$ cat src/rtl/rtype_sequencer.sv
// rtl/rtype_sequencer.sv - multi-cycle fetch/decode/exec/writeback controller for the RV32 R-type datapath
module rtype_sequencer #(
    parameter logic [31:0] RESET_PC  = 32'h0000_0000,
    parameter int          MAX_INSTR = 16,
    parameter int          CNT_W     = 16
) (
    input  logic             clk,
    input  logic             rst,
    input  logic             start,
    output logic             imem_req,
    output logic [31:0]      imem_addr,
    input  logic             imem_ack,
    input  logic [31:0]      imem_rdata,
    output logic [4:0]       rf_raddr1,
    output logic [4:0]       rf_raddr2,
    output logic [4:0]       rf_waddr,
    output logic             rf_we,
    output logic [3:0]       alu_cs,
    output logic [31:0]      pc,
    output logic [CNT_W-1:0] retired,
    output logic             busy,
    output logic             done,
    output logic             illegal
);

    localparam logic [2:0] S_IDLE   = 3'd0;
    localparam logic [2:0] S_FETCH  = 3'd1;
    localparam logic [2:0] S_DECODE = 3'd2;
    localparam logic [2:0] S_EXEC   = 3'd3;
    localparam logic [2:0] S_WB     = 3'd4;
    localparam logic [2:0] S_DONE   = 3'd5;

    localparam logic [CNT_W-1:0] MAX_CNT = CNT_W'(MAX_INSTR);
    localparam logic [CNT_W-1:0] ONE_CNT = CNT_W'(1);

    logic [2:0]       r_state;
    logic [31:0]      r_pc;
    logic [31:0]      r_instr;
    logic [CNT_W-1:0] r_retired;
    logic             r_illegal;

    logic [6:0]       w_opcode;
    logic [2:0]       w_funct3;
    logic [6:0]       w_funct7;
    logic             w_halt;
    logic             w_legal;
    logic [CNT_W-1:0] w_retired_next;
    logic             w_last;

    assign w_opcode       = r_instr[6:0];
    assign w_funct3       = r_instr[14:12];
    assign w_funct7       = r_instr[31:25];
    assign w_halt         = (r_instr == 32'h0000_0000);
    // funct7=0x20 is only meaningful for SUB (000) and SRA (101)
    assign w_legal        = (w_opcode == 7'b0110011) &&
                            ((w_funct7 == 7'h00) ||
                             ((w_funct7 == 7'h20) && ((w_funct3 == 3'b000) || (w_funct3 == 3'b101))));
    assign w_retired_next = r_retired + ONE_CNT;
    assign w_last         = (w_retired_next == MAX_CNT);

    always_ff @(posedge clk) begin
        if (rst) begin
            r_state   <= S_IDLE;
            r_pc      <= RESET_PC;
            r_instr   <= 32'h0000_0000;
            r_retired <= '0;
            r_illegal <= 1'b0;
        end else begin
            case (r_state)
                S_IDLE, S_DONE: begin
                    if (start) begin
                        r_state   <= S_FETCH;
                        r_pc      <= RESET_PC;
                        r_retired <= '0;
                        r_illegal <= 1'b0;
                    end
                end
                S_FETCH: begin
                    if (imem_ack) begin
                        r_instr <= imem_rdata;
                        r_state <= S_DECODE;
                    end
                end
                S_DECODE: begin
                    if (w_halt) begin
                        r_state <= S_DONE;
                    end else if (w_legal) begin
                        r_state <= S_EXEC;
                    end else begin
                        r_illegal <= 1'b1;
                        r_pc      <= r_pc + 32'd4;
                        r_state   <= S_FETCH;
                    end
                end
                S_EXEC: begin
                    r_state <= S_WB;
                end
                S_WB: begin
                    r_pc <= r_pc + 32'd4;
                    if (r_retired != MAX_CNT) begin
                        r_retired <= w_retired_next;
                    end
                    r_state <= w_last ? S_DONE : S_FETCH;
                end
                default: begin
                    r_state <= S_IDLE;
                end
            endcase
        end
    end

    // Register-bank and ALU controls come straight from the latched word, so they
    // hold from DECODE until the next fetch is accepted.
    assign rf_raddr1 = r_instr[19:15];
    assign rf_raddr2 = r_instr[24:20];
    assign rf_waddr  = r_instr[11:7];
    assign alu_cs    = {r_instr[30], r_instr[14:12]};
    assign rf_we     = (r_state == S_WB) && (r_instr[11:7] != 5'd0);

    assign imem_req  = (r_state == S_FETCH);
    assign imem_addr = r_pc;
    assign pc        = r_pc;
    assign retired   = r_retired;
    assign busy      = (r_state == S_FETCH) || (r_state == S_DECODE) ||
                       (r_state == S_EXEC)  || (r_state == S_WB);
    assign done      = (r_state == S_DONE);
    assign illegal   = r_illegal;

endmodule

$ cat config.mk
export PLATFORM = sky130hd
export DESIGN_NAME = rtype_sequencer
export DESIGN_NICKNAME = d
export VERILOG_FILES = /design/src/rtl/rtype_sequencer.sv
export SDC_FILE = /design/constraint.sdc
export NUM_CORES = 1
export LEC_CHECK = 0
export CORE_MARGIN = 5
export CORE_UTILIZATION = 35
export CTS_CLUSTER_DIAMETER = 60
export DETAILED_ROUTE_END_ITERATION = 16
export GPL_ROUTABILITY_DRIVEN = 1
export PLACE_DENSITY = 0.64
export SYNTH_ARGS = -nofsm -noshare
export SYNTH_HDL_FRONTEND = slang
export SYNTH_SLANG_ARGS = --single-unit
$ cat constraint.sdc
create_clock -name clk -period 3.5 [get_ports clk]
set_clock_uncertainty 0.15 [all_clocks]
set_input_delay 0.35 -clock clk [delete_from_list [all_inputs] [get_ports clk]]
set_output_delay 0.35 -clock clk [all_outputs]
set_load 0.01 [all_outputs]
==> impl_metrics.toml, run 1 <==
[outcome]
outcome = "complete, no violations"

[cts]
tritoncts = "built"
cts_resized = 0
clock_sinks = 82
cts.htree.levels = 3
clk_pin_slew_ns = 0.06
ctsHoldBuffers = 0
clk_latency_ns = 0.33
cts_root_buffer = "clkbuf_16"
post_cts_buffers = 0
cts_inserted_buffers = 9
clk_path_buf_depth = 2

[routing]
route.detailed.drc = 0
firstDrtPassIters = 4
ant_nets = 0
num_vias = 4141
wl_um = 12100
routed_via_density = 5.11
dr.first_iter.drc_count = 267
wl_per_cell_um = 14.9

[sta]
fin_crit_sh_pct = 82.0
setup_viol = 0
finalHoldViolCount = 0
finalSetupTns_ns = 0
tightest_slew_ns = 1.04
max_freq_mhz = 349
rsz0062_at_grt = "no"
min_period_ns = 2.87
max-slew-margin-rel_pct = 30.5
finalMaxSlewViolations = 0

[floorplanning]
start_util_pct = 36.0
die_h_um = 122
dieArea_um2 = 14800
pin_count = 140
fp.dieW_um = 122
core_um2 = 12100
num_rows = 40

[worst_hold_path]
min-delay-start = "r_instr[31]$_SDFFE_PP0P_"
hold_path_end = "r_instr[31]$_SDFFE_PP0P_"
min_path_cells = 2
hp-class = "reg -> reg"

[setup_path]
worstSetupPathType = "reg -> out"
worstReg2RegEnd = "retired[2]$_SDFFE_PP0P_"
critPathArrivalTime_ns = 2.37
crit_fanout = 17
r2r.worst_path.cells = 6
critPathRequiredTime_ns = 3.00
regToRegSetupSlack_ns = 0.73
r2r-start = "r_state[2]$_SDFFE_PP0P_"
startpoint_type = "flop"
end_kind = "output port"

[pwr]
powerDensity_nw_per_um2 = 362
peakVddDrop_uv = 188
clkPwrFrac_pct = 42.2
pwr-share-comb_pct = 10.5
p_sw_uw = 499
total_power_mw = 2.06
internal_power_mw = 1.57
leakage_nw = 1.86
swShare_pct = 24.2
power_frac_seq_pct = 47.3

[finish]
final_cell_mix = "clkdlybuf4s50_1 (134), nand2_1 (89), dfxtp_1 (82)"
num_antenna_cells = 0
final_common_cell = "clkdlybuf4s50_1"
synthToLayoutAreaGrowth_pct = 31.0
nNetsFinal = 679
drive_gt1_share_pct = 4.21
fin_area_um2 = 5710

[global_route]
grt_pass1_vias = 3857
grt.overflow.total = 0
antenna_found_initial = 0
grt_max_degree = 57
grt_usage_pct = 16.0
grt_pass1_wl_um = 19500

[logic_synthesis]
yosys_most_used_dff = "dfxtp_1"
syn_area_per_cell_um2 = 7.67
ys_seq_elements = 82
postSynthCellCount = 568
seq_area_frac_synth_pct = 37.7
syn_area_um2 = 4360
ys_types = 47
yosysWarnings = 0
synth_edf_count = 0
netlist_top_cells_area = "dfxtp_1 (38%), buf_4 (9.3%), a21oi_1 (7.8%)"
async_reset_ff_share_pct = 0
synth.largest_area_cell = "dfxtp_1"
netlist.area_leader.share_pct = 37.7

[run]
maxCapViolCount = 0

[placement]
io_buffers = 135
placed_area_um2 = 5440
place_congestion = 0.868
dp_hpwl_um = 8780
## sequential cells by signal, indices dropped and copies added (netlist names)
register	cells
r_instr	32
r_state	3
illegal	1
retired	16
imem_addr	30
## critical path, cell delays in order, from the launching register on
cell and delay (ns):
dfxtp_1 0.66, or3b_1 0.42, buf_4 0.21, a21oi_1 0.17, clkdlybuf4s50_1 0.57
## worst max path at each step
stage	slack (ns)	cells past startpoint	to	start
after floorplan	1.17	8	retired[11]$_SDFFE_PP0P_	r_state[2]$_SDFFE_PP0P_
after global placement	0.70	8	imem_addr[21]$_SDFFE_PP0P_	start
after detailed placement	0.61	8	imem_addr[21]$_SDFFE_PP0P_	start
after CTS	0.63	4	rf_we	r_state[2]$_SDFFE_PP0P_
after global routing	0.52	6	retired[2]$_SDFFE_PP0P_	r_state[2]$_SDFFE_PP0P_
final	0.63	4	rf_we	r_state[2]$_SDFFE_PP0P_
## power by group through the flow
stage / sequential [mW] / clock (mW) / combinational [mW]
after CTS: 0.977 / 0.888 / 0.218
final: 0.977 / 0.871 / 0.216
after floorplan: 0.988 / 0 / 0.141
after detailed placement: 0.998 / 0 / 0.217
after global placement: 0.997 / 0 / 0.217
after global routing: 0.981 / 0.930 / 0.239
## final cells by class
cell class	count	area [um^2]
Timing Repair Buffer	141	1390
Clock inverter	2	13.8
Tap cell	168	210
Inverter	5	18.8
Fill cell	1220	6400
Sequential cell	82	1640
Multi-Input combinational cell	401	2180
Clock buffer	11	253
## metal layers
layer	global-route usage, %	wire length [um]	share of wire, %
met5	0	0	0
met4	3.92	98	0.81
met3	5.11	941	7.8
met2	25.4	5660	47
met1	21.2	5370	44
## cell families after synthesis
logic type               synth area share, %
AND/OR/NAND/NOR                         29.5
AO/OA/AOI/OAI                           14.2
buffers and inverters                   12.6
flip-flops                              37.7
XOR/XNOR                                4.42
adder cells (fa/ha/maj)                0.861
multiplexers                           0.718
other                                 0.0860
## stage by stage
step                      worst slack, ns  util [%]  std cells  hold slack [ns]
after global routing                0.523      47.1        810            0.323
after global placement              0.704      44.9        797            0.293
final                               0.631      47.1        810            0.312
after floorplan                      1.17         -        571            0.286
after detailed placement            0.612      44.9        797            0.304
after CTS                           0.627      47.1        810            0.312
## cells in the mapped netlist, types with 9 or more instances
cell / instances
nor2_1: 44
dfxtp_1: 82
buf_4: 54
and3_1: 9
nand3_1: 21
o21ai_0: 26
or3_1: 17
nand3b_1: 9
a21oi_1: 68
xnor2_1: 13
xor2_1: 9
clkbuf_1: 22
nand4_1: 17
nor3_1: 14
nand2_1: 89
nor4_1: 15
No activity file was read; power rests on OpenSTA's default activity.
==> inputs of run 2 (changes only) <==
==> constraint.sdc (replaced) <==
create_clock -name clk -period 2.7 [get_ports clk]
set_clock_uncertainty 0.15 [all_clocks]
set_input_delay 0.27 -clock clk [delete_from_list [all_inputs] [get_ports clk]]
set_output_delay 0.27 -clock clk [all_outputs]
set_load 0.01 [all_outputs]
==> run 2 against run 1 <==
Clock power up 47%. Total power is 38% higher. First-iteration DRC count is 10% lower. Register-to-register slack got worse by 0.48 ns. Largest cell class unchanged. Worst hold slack worse by 0.14 ns. Cell count is 2.2% higher. Worst setup slack worse by 0.49 ns.
==> impl_metrics.toml, run 2 (synthesized netlist as in run 1, its figures left out) <==
[cts]
tritoncts = "built"
cts_inserted_buffers = 9
ctsHoldBuffers = 0
clk_latency_ns = 0.34
cts_resized = 0
post_cts_buffers = 0
clock_sinks = 82
cts_root_buffer = "clkbuf_16"
clk_pin_slew_ns = 0.06
clk_path_buf_depth = 2
cts.htree.levels = 3

[sta]
rsz0062_at_grt = "no"
finalMaxSlewViolations = 0
tightest_slew_ns = 0.567
setup_viol = 0
min_period_ns = 2.55
fin_crit_sh_pct = 94.6
max-slew-margin-rel_pct = 61.2
whs_ns = 0.177
max_freq_mhz = 392
finalSetupTns_ns = 0
finalHoldViolCount = 0

[floorplanning]
num_rows = 40
fp.dieW_um = 122
core_um2 = 12100
start_util_pct = 36.0
pin_count = 140
die_h_um = 122
dieArea_um2 = 14800

[setup_path]
crit_fanout = 16
end_kind = "output port"
cp_slowest_cell = "clkdlybuf4s50_1"
startpoint_type = "flop"
worstSetupPathType = "reg -> out"
path_cells = "or3b_1 > buf_4 > a21oi_1 > clkdlybuf4s50_1"
critPathRequiredTime_ns = 2.28
critPathArrivalTime_ns = 2.13
slowest_delay_ns = 0.57

[routing]
routed_via_density = 5.06
wl_per_cell_um = 14.8
num_vias = 4192
wl_um = 12200
route.detailed.drc = 0
ant_nets = 0
firstDrtPassIters = 4
dr.first_iter.drc_count = 239

[global_route]
antenna_found_initial = 0
grt_max_degree = 41
grt_pass1_wl_um = 20500
grt.overflow.total = 0
grt_usage_pct = 16.9
grt_pass1_vias = 4063

[pwr]
p_sw_uw = 691
clkPwrFrac_pct = 44.9
leakage_nw = 1.95
power_frac_seq_pct = 44.5
internal_power_mw = 2.15
pwr-share-comb_pct = 10.6
total_power_mw = 2.84
powerDensity_nw_per_um2 = 484
peakVddDrop_uv = 211
swShare_pct = 24.3

[finish]
fin_area_um2 = 5870
final_cell_mix = "clkdlybuf4s50_1 (134), nand2_1 (89), dfxtp_1 (82)"
nNetsFinal = 694
num_antenna_cells = 0
synthToLayoutAreaGrowth_pct = 34.7
largest_register_ffs = 32
regMostFlops = "r_instr"
layout.cells.non_filler = 828
final_common_cell = "clkdlybuf4s50_1"
drive_gt1_share_pct = 6.82

[placement]
place_congestion = 0.846
io_buffers = 135
dp_hpwl_um = 9130
dp_cells = 812
placed_area_um2 = 5560

[run]
maxCapViolCount = 0

[worst_hold_path]
hp-class = "in -> reg"

[outcome]
outcome = "complete, no violations"
[run 2: changes by cell type in the layout (fill, tap and decap cells not counted)]
cell	change
bufinv_16	+1
buf_4	+15
clkinvlp_4	+2
clkinv_2	-1
inv_6	-1
clkinv_4	+2
[run 2: layout make-up]
| type | instances | area (um^2) |
|---|---|---|
| clock buffer | 11 | 253 |
| clock inverter | 5 | 62.6 |
| fill | 1230 | 6240 |
| inverter | 5 | 18.8 |
| multi-input combinational | 401 | 2180 |
| sequential | 82 | 1640 |
| tap | 168 | 210 |
| timing repair buffer | 156 | 1500 |
[run 2: path summary, 6_finish.rpt]
check                      startpoint                    endpoint  slack, ns  depth (start not counted)
max           r_state[0]$_SDFFE_PP0P_                       rf_we       0.15                          4
min                               rst     retired[5]$_SDFFE_PP0P_       0.18                          2
max reg2reg   r_state[2]$_SDFFE_PP0P_  imem_addr[14]$_SDFFE_PP0P_       0.25                          6
min reg2reg  r_instr[28]$_SDFFE_PP0P_    r_instr[28]$_SDFFE_PP0P_       0.31                          2
[run 2: per-stage QoR]
step / util, % / worst slack (ns)
after global routing: 48.5 / 0.0330
after global placement: 45.9 / 0.195
after detailed placement: 45.9 / 0.116
after CTS: 48.5 / 0.126
after floorplan: - / 0.372
final: 48.5 / 0.146
[run 2: power by group through the flow]
stage / Sequential, mW / Combinational, mW / Clock (mW)
finish: 1.26 / 0.302 / 1.28
detailed placement: 1.29 / 0.304 / 0
global placement: 1.29 / 0.304 / 0
floorplan: 1.28 / 0.183 / 0
CTS: 1.26 / 0.306 / 1.31
global route: 1.27 / 0.336 / 1.37
[run 2: per-layer routing]
metal | share of wire [%] | vias up | GRT usage (%)
met4 | 1.6 | 0 | 6.02
met3 | 7.5 | 13 | 4.83
met1 | 45 | 1933 | 22.1
li1 | - | 2102 | -
met2 | 46 | 144 | 26.5
met5 | 0 | - | 0
[run 2: critical path: cells and delay by family, from the launching register on]
| family | cells | cell delay [ns] |
|---|---|---|
| buffers and inverters | 2 | 0.78 |
| DFF | 1 | 0.42 |
| and+or+nand+nor | 1 | 0.41 |
| AOI/OAI and AO/OA | 1 | 0.18 |
